### src/rtl/snake_pkg.sv
// rtl/snake_pkg.sv - shared grid, game status, LFSR and mine FSM definitions
package snake_pkg;

    localparam int GRID_W    = 40;
    localparam int GRID_H    = 30;
    localparam int MAX_MINES = 4;

    localparam logic [1:0] GS_START     = 2'b00;
    localparam logic [1:0] GS_PLAYING   = 2'b01;
    localparam logic [1:0] GS_GAME_OVER = 2'b10;

    localparam logic [15:0] LFSR_SEED = 16'hACE1;

    typedef enum logic [1:0] {
        ST_IDLE,
        ST_RUN,
        ST_PICK,
        ST_COMMIT
    } mine_state_t;

    // Fibonacci step with taps 16,14,13,11 shifting towards the MSB
    function automatic logic [15:0] lfsr_step(input logic [15:0] s);
        return {s[14:0], s[15] ^ s[13] ^ s[12] ^ s[10]};
    endfunction

endpackage

### src/rtl/mine_lfsr.sv
// rtl/mine_lfsr.sv - free-running 16-bit LFSR, seeded on reset
module mine_lfsr
    import snake_pkg::*;
(
    input  logic        clk,
    input  logic        rst,
    input  logic [15:0] seed,
    output logic [15:0] state
);

    // Advance every clock regardless of game status; reset reloads the seed
    always_ff @(posedge clk) begin
        if (rst) begin
            state <= seed;
        end else begin
            state <= lfsr_step(state);
        end
    end

endmodule

### src/rtl/mine_controller.sv
// rtl/mine_controller.sv - spawns, ages and collides up to four mines on the grid
module mine_controller
    import snake_pkg::*;
#(
    parameter int SPAWN_TICKS = 64,
    parameter int LIFE_TICKS  = 256,
    parameter int MAX_RETRY   = 8
) (
    input  logic       clk,
    input  logic       rst,
    input  logic       move_tick,
    input  logic [1:0] game_status,
    input  logic [5:0] head_x,
    input  logic [4:0] head_y,
    input  logic [5:0] apple_x,
    input  logic [4:0] apple_y,
    output logic [5:0] mine_x_0,
    output logic [5:0] mine_x_1,
    output logic [5:0] mine_x_2,
    output logic [5:0] mine_x_3,
    output logic [5:0] mine_y_0,
    output logic [5:0] mine_y_1,
    output logic [5:0] mine_y_2,
    output logic [5:0] mine_y_3,
    output logic [3:0] mine_active,
    output logic       hit_mine
);

    localparam int CNT_W   = $clog2(SPAWN_TICKS + 1);
    localparam int LIFE_W  = $clog2(LIFE_TICKS + 1);
    localparam int RETRY_W = $clog2(MAX_RETRY + 1);
    localparam int SLOT_W  = $clog2(MAX_MINES);

    mine_state_t        state_q, state_d;
    logic [15:0]        lfsr;
    logic [CNT_W-1:0]   spawn_cnt;
    logic [RETRY_W-1:0] retry;
    logic [LIFE_W-1:0]  life [MAX_MINES];
    logic [5:0]         mx   [MAX_MINES];
    logic [4:0]         my   [MAX_MINES];
    logic [3:0]         active;
    logic [5:0]         cand_x, cand_x_q;
    logic [4:0]         cand_y, cand_y_q;
    logic               reject, any_free, spawn_due, playing, starting;
    logic [SLOT_W-1:0]  free_slot;
    logic [3:0]         hit_vec;
    logic               unused_lfsr_bits;

    mine_lfsr u_lfsr (
        .clk   (clk),
        .rst   (rst),
        .seed  (LFSR_SEED),
        .state (lfsr)
    );

    assign unused_lfsr_bits = ^{lfsr[15:13], lfsr[7:6]};
    assign playing   = (game_status == GS_PLAYING);
    assign starting  = (game_status == GS_START);
    assign spawn_due = (state_q == ST_RUN) && move_tick &&
                       (spawn_cnt == CNT_W'(SPAWN_TICKS - 1));

    // Fold the raw LFSR fields onto the grid with a single conditional subtract
    always_comb begin
        cand_x = lfsr[5:0];
        cand_y = lfsr[12:8];
        if (lfsr[5:0] >= 6'(GRID_W)) cand_x = lfsr[5:0] - 6'(GRID_W);
        if (lfsr[12:8] >= 5'(GRID_H)) cand_y = lfsr[12:8] - 5'(GRID_H);
    end

    // A candidate may not land on the head, the apple or another live mine
    always_comb begin
        reject = (cand_x == head_x && cand_y == head_y) ||
                 (cand_x == apple_x && cand_y == apple_y);
        for (int i = 0; i < MAX_MINES; i++) begin
            if (active[i] && mx[i] == cand_x && my[i] == cand_y) reject = 1'b1;
        end
    end

    // Lowest-index empty slot, plus head collision per live slot on a tick
    always_comb begin
        free_slot = '0;
        any_free  = 1'b0;
        hit_vec   = '0;
        for (int i = MAX_MINES - 1; i >= 0; i--) begin
            if (!active[i]) begin
                free_slot = SLOT_W'(i);
                any_free  = 1'b1;
            end
        end
        for (int i = 0; i < MAX_MINES; i++) begin
            hit_vec[i] = move_tick && playing && active[i] &&
                         mx[i] == head_x && my[i] == head_y;
        end
    end

    // FSM state register
    always_ff @(posedge clk) begin
        if (rst) state_q <= ST_IDLE;
        else     state_q <= state_d;
    end

    // Next-state: leaving PLAYING always parks the FSM in IDLE
    always_comb begin
        state_d = state_q;
        if (!playing) begin
            state_d = ST_IDLE;
        end else begin
            case (state_q)
                ST_IDLE:   state_d = ST_RUN;
                ST_RUN:    if (spawn_due && any_free) state_d = ST_PICK;
                ST_PICK: begin
                    if (!reject)                                 state_d = ST_COMMIT;
                    else if (retry == RETRY_W'(MAX_RETRY - 1))   state_d = ST_RUN;
                end
                ST_COMMIT: state_d = ST_RUN;
                default:   state_d = ST_IDLE;
            endcase
        end
    end

    // Spawn counter, retry count, slot lifetimes and the hit pulse
    always_ff @(posedge clk) begin
        if (rst) begin
            spawn_cnt <= '0;
            retry     <= '0;
            active    <= '0;
            hit_mine  <= 1'b0;
            cand_x_q  <= '0;
            cand_y_q  <= '0;
            for (int i = 0; i < MAX_MINES; i++) begin
                life[i] <= '0;
                mx[i]   <= '0;
                my[i]   <= '0;
            end
        end else if (starting) begin
            spawn_cnt <= '0;
            retry     <= '0;
            active    <= '0;
            hit_mine  <= 1'b0;
            for (int i = 0; i < MAX_MINES; i++) life[i] <= '0;
        end else if (!playing) begin
            hit_mine <= 1'b0;
        end else begin
            hit_mine <= |hit_vec;
            if (state_q == ST_RUN && move_tick) begin
                spawn_cnt <= spawn_due ? '0 : spawn_cnt + 1'b1;
            end
            if (state_q == ST_RUN) begin
                retry <= '0;
            end else if (state_q == ST_PICK) begin
                retry <= retry + 1'b1;
                if (!reject) begin
                    cand_x_q <= cand_x;
                    cand_y_q <= cand_y;
                end
            end
            for (int i = 0; i < MAX_MINES; i++) begin
                if (state_q == ST_COMMIT && free_slot == SLOT_W'(i)) begin
                    mx[i]     <= cand_x_q;
                    my[i]     <= cand_y_q;
                    active[i] <= 1'b1;
                    life[i]   <= LIFE_W'(LIFE_TICKS);
                end else if (hit_vec[i]) begin
                    active[i] <= 1'b0;
                    life[i]   <= '0;
                end else if (active[i] && move_tick && state_q != ST_IDLE) begin
                    life[i] <= life[i] - 1'b1;
                    if (life[i] == LIFE_W'(1)) active[i] <= 1'b0;
                end
            end
        end
    end

    assign mine_active = active;
    assign mine_x_0 = active[0] ? mx[0] : '0;
    assign mine_x_1 = active[1] ? mx[1] : '0;
    assign mine_x_2 = active[2] ? mx[2] : '0;
    assign mine_x_3 = active[3] ? mx[3] : '0;
    assign mine_y_0 = active[0] ? {1'b0, my[0]} : '0;
    assign mine_y_1 = active[1] ? {1'b0, my[1]} : '0;
    assign mine_y_2 = active[2] ? {1'b0, my[2]} : '0;
    assign mine_y_3 = active[3] ? {1'b0, my[3]} : '0;

endmodule

### config.mk
export PLATFORM = sky130hd
export DESIGN_NAME = mine_controller
export DESIGN_NICKNAME = d
export VERILOG_FILES = /design/src/rtl/snake_pkg.sv /design/src/rtl/mine_lfsr.sv /design/src/rtl/mine_controller.sv
export SDC_FILE = /design/constraint.sdc
export NUM_CORES = 1
export LEC_CHECK = 0
export BUFFER_PORTS_ARGS = -buffer_cell sky130_fd_sc_hd__buf_2
export CAP_MARGIN = 15
export CORE_UTILIZATION = 40
export CTS_CLUSTER_DIAMETER = 30
export DETAILED_ROUTE_END_ITERATION = 6
export SETUP_SLACK_MARGIN = 0.1
export SLEW_MARGIN = 25
export SYNTH_ARGS = -nofsm -noshare
export SYNTH_HDL_FRONTEND = slang
export SYNTH_SLANG_ARGS = --single-unit
export TNS_END_PERCENT = 50
### constraint.sdc
create_clock -name clk -period 3.7 [get_ports clk]
set_input_delay 0.74 -clock clk [delete_from_list [all_inputs] [get_ports clk]]
set_output_delay 0.74 -clock clk [all_outputs]
set_load 0.02 [all_outputs]
==> flow_summary.rst <==
.. list-table::
   :header-rows: 1

   * - Metric
     - Value
   * - Result of the run
     - finished, final reports clean
   * - Via count of the first global-routing pass
     - 6130
   * - Number of design-rule violations left by the first detailed-router iteration
     - 650
   * - Half-perimeter wire length of the detailed placement result
     - 16.3 mm
   * - Start-to-end type of the worst setup path
     - flop to flop
   * - Endpoint of the worst register-to-register path
     - cand_x_q[1]
   * - Met2 global-route usage
     - 36.6%
   * - GR peak layer
     - met2
   * - WP data required
     - 3.98 ns
   * - Actual slew at the worst max-slew pin
     - 0.780 ns
   * - Number of synthesized flops with an enable pin
     - 71
   * - CTS sink count
     - 125
   * - Depth of the worst hold-timing path
     - 1
   * - Cell type with the largest total area after synthesis
     - sky130_fd_sc_hd__edfxtp_1
   * - Cell leakage power
     - 3.59 nW
   * - Areal power density over the cells
     - 413 mW/mm^2
   * - Most frequent standard cell in the layout excluding fill and tap cells
     - sky130_fd_sc_hd__nor2_1
   * - Sequential element share of the synthesized area
     - 41.1%
   * - Max clock buf depth
     - 2
   * - Share of post-route cells with drive strength above 1
     - 16.8%
   * - Worst reg-to-reg path cell count
     - 11
   * - TritonRoute pass-1 iters
     - 7
   * - Setup tns final
     - 0 ns
   * - Count of boundary I/O pins
     - 80
   * - Ant. Diodes
     - 0
   * - Antenna violations before repair
     - 0
   * - Port Buf Inserts
     - 75
   * - Number of hold-slack violations in the final timing report
     - 0
   * - Number of flip-flops and latches in the synthesized netlist
     - 125
   * - Root Buffer
     - sky130_fd_sc_hd__clkbuf_16
   * - Average vias per placed instance
     - 5.49
   * - Met1 global-route usage
     - 31.7%
   * - Post-CTS setup buffer count
     - 0
   * - Final non-filler cell total
     - 1183
   * - Die boundary width
     - 142 um
   * - Number of maximum-capacitance violations
     - 0
   * - GR Overflow Total
     - 0
   * - Vias after detailed routing
     - 6496
   * - Row count
     - 50
   * - Maximum frequency from static timing analysis
     - 309 MHz
   * - Launching element type of the critical path
     - flop
   * - Placed cell count
     - 1151
   * - Unrepaired setup endpoints after global routing
     - false
   * - GRT Total Usage
     - 23.1%
   * - Final clock skew
     - 0.0160 ns
   * - Net switching power
     - 0.938 mW
   * - Clock insertion delay at the later pin of the skew report
     - 0.43 ns
   * - Largest driver fanout on the critical path
     - 14
   * - Min-delay src
     - u_lfsr.state[14]
   * - Final net count
     - 954
   * - Die ar.
     - 0.0201 mm^2
   * - Final setup vio count
     - 0
   * - Final min period
     - 3.23 ns
   * - Top-area cell type share of the netlist area
     - 27.3%
   * - Worst setup EP type
     - flop
   * - Total DRC errors in the routed layout
     - 0
   * - Fraction of power spent switching nets
     - 25.1%
   * - Avg Cell Area, Syn
     - 9.17 um^2
   * - Data arrival at the endpoint of the critical path
     - 3.51 ns
   * - Chip height
     - 142 um
   * - Cell types occupying the most area after synthesis
     - sky130_fd_sc_hd__edfxtp_1 27%, sky130_fd_sc_hd__dfxtp_1 14%, sky130_fd_sc_hd__xnor2_1 6.2%
   * - H-tree depth
     - 4
   * - First-pass GRT wire length
     - 34.8 mm
   * - Yosys synthesis warning count
     - 0
   * - Initial core utilization
     - 41.3%
   * - Number of nets still failing antenna checks after routing
     - 0
   * - Most used flip-flop cell after synthesis
     - sky130_fd_sc_hd__edfxtp_1
   * - Register-to-register setup slack
     - 0.47 ns
   * - Internal Pwr Total
     - 2.79 mW
   * - Drt total wl
     - 22.5 mm
   * - Total standard cell area after synthesis
     - 0.00782 mm^2
   * - Area Growth Syn to Fin
     - 15.4%
   * - Combinational cell fraction of total power
     - 9.5%
   * - Num CTS Buffers
     - 17
   * - Met3 Use GR
     - 3.54%
   * - Worst vdd ir
     - 0.328 mV
   * - Share of synthesized registers carrying an async set or reset
     - 0%
   * - Final number of max-transition violations
     - 0
   * - Instance count of the mapped netlist
     - 853
   * - Remaining max-slew budget at the tightest pin
     - 48.0%
   * - RD Place Congestion
     - 0.920
   * - Part of the total power dissipated in the clock network
     - 47.6%
   * - Post-DR wirelength/cell
     - 19.0 um
   * - Classification of the worst-slack hold path
     - flop to flop
   * - CTS tree
     - yes
   * - Final core utilization
     - 47.6%
   * - Count of distinct cell types in the synthesized netlist
     - 73
   * - Clock-pin slew of the registers on the worst-case setup and hold paths
     - 0.06 ns
   * - Sequential fraction of design power
     - 42.9%
   * - Reg2Reg Launch Point
     - u_lfsr.state[10]
   * - Maximum number of pins on one net before global-route repair
     - 40
   * - Final cycle utilization of the critical path
     - 87.3%
   * - Endpoint with the worst hold slack
     - u_lfsr.state[15]
   * - Most frequent cells in the layout
     - 97 x sky130_fd_sc_hd__nor2_1, 75 x sky130_fd_sc_hd__buf_2, 71 x sky130_fd_sc_hd__edfxtp_1
   * - Area of the core
     - 0.0190 mm^2
==> power by group through the flow <==
stage / sequential, mW / clock, mW / combinational, mW
2_1_floorplan: 1.58 / 0 / 0.293
3_3_place_gp: 1.63 / 0 / 0.350
3_5_place_dp: 1.63 / 0 / 0.348
4_1_cts: 1.60 / 1.79 / 0.351
5_1_grt: 1.61 / 1.85 / 0.390
6_report: 1.60 / 1.77 / 0.354
==> worst max path at each step <==
stage,slack (ns),end,startpoint,cells past startpoint
floorplan,0.73,cand_x_q[0],u_lfsr.state[4],14
CTS,0.38,cand_x_q[1],u_lfsr.state[4],12
global placement,0.55,cand_x_q[1],u_lfsr.state[4],12
detailed placement,0.40,cand_x_q[1],u_lfsr.state[4],12
global route,0.27,cand_x_q[1],u_lfsr.state[10],11
finish,0.47,cand_x_q[1],u_lfsr.state[10],11
==> critical path, cell delays in order (launching register included) <==
cell and delay (ns):
sky130_fd_sc_hd__dfxtp_1 0.55, sky130_fd_sc_hd__ha_1 0.40, sky130_fd_sc_hd__inv_2 0.11, sky130_fd_sc_hd__a211oi_4 0.38
sky130_fd_sc_hd__or2_1 0.34, sky130_fd_sc_hd__o21ai_0 0.14, sky130_fd_sc_hd__or4_4 0.54, sky130_fd_sc_hd__nand4_4 0.13
sky130_fd_sc_hd__nor3_4 0.05, sky130_fd_sc_hd__buf_4 0.21, sky130_fd_sc_hd__mux2i_1 0.18, sky130_fd_sc_hd__nor2_1 0.05
==> Yosys cell counts, types with 4 or more instances <==
cell type and number:
sky130_fd_sc_hd__and3_1 35, sky130_fd_sc_hd__nor4_1 14, sky130_fd_sc_hd__edfxtp_1 71, sky130_fd_sc_hd__nor2_1 97
sky130_fd_sc_hd__nand4_1 12, sky130_fd_sc_hd__buf_2 16, sky130_fd_sc_hd__nor2b_1 16, sky130_fd_sc_hd__buf_4 4
sky130_fd_sc_hd__clkbuf_1 36, sky130_fd_sc_hd__a2111oi_0 4, sky130_fd_sc_hd__or4_1 5, sky130_fd_sc_hd__a22oi_1 6
sky130_fd_sc_hd__nand3_1 24, sky130_fd_sc_hd__a211oi_1 5, sky130_fd_sc_hd__xor2_1 55, sky130_fd_sc_hd__ha_1 17
sky130_fd_sc_hd__mux2i_1 11, sky130_fd_sc_hd__nor3_1 23, sky130_fd_sc_hd__o22ai_1 6, sky130_fd_sc_hd__and2_1 59
sky130_fd_sc_hd__o21ai_0 30, sky130_fd_sc_hd__or2_2 12, sky130_fd_sc_hd__xnor2_1 55, sky130_fd_sc_hd__nand2b_1 7
sky130_fd_sc_hd__a21oi_1 30, sky130_fd_sc_hd__inv_1 29, sky130_fd_sc_hd__nand3b_1 10, sky130_fd_sc_hd__nand2_1 34
sky130_fd_sc_hd__a31oi_1 5, sky130_fd_sc_hd__dfxtp_1 54
==> state kept, by name (all words and copies together), names as in the netlist, 4 cells and up <==
name,flops
mine_active,4
cand_x_q,6
spawn_cnt,7
my,20
mx,24
cand_y_q,5
life,36
retry,4
u_lfsr.state,16
==> kinds of logic (layout without fill, tap and decap cells) <==
kind of cell / count (synthesis) / after routing / share of synthesized area [%]
simple gates: 371 / 371 / 25.9
compound gates: 128 / 128 / 11.4
flops: 125 / 125 / 41.1
xor+xnor: 110 / 110 / 12.3
buf+inv: 89 / 156 / 4.91
fa+ha+maj: 17 / 17 / 2.72
mux: 12 / 12 / 1.55
other cells: 1 / 4 / 0.0479
==> through the flow <==
step / hold slack (ns) / instance area, um^2 / total power, mW / worst slack, ns
after CTS: 0.407 / 9020 / 3.74 / 0.379
final: 0.407 / 9020 / 3.73 / 0.469
after global routing: 0.417 / 9020 / 3.85 / 0.274
after detailed placement: 0.394 / 8400 / 1.98 / 0.400
after floorplan: 0.389 / 7830 / 1.87 / 0.725
after global placement: 0.393 / 8400 / 1.98 / 0.552
==> what timing repair did <==
action | in CTS | in global routing
resized for setup | 0 | 1
hold buffers | 0 | 0
endpoints found under the setup margin | 0 | 1
hold endpoints to repair | 0 | 0
==> final cells by class <==
cell class,instances,area [um^2]
timing repair buffer,94,518
clock buffer,18,429
fill,1819,9930
tap,260,325
inverter,30,113
multi-input combinational,642,4240
clock inverter,14,190
sequential,125,3210
==> layer usage <==
metal / routed length, um / vias to the layer above
met4: 531 / 0
met2: 10300 / 250
met1: 10300 / 3109
met5: 0 / -
li1: - / 3102
met3: 1360 / 35
(Power assumes the default switching activity.)
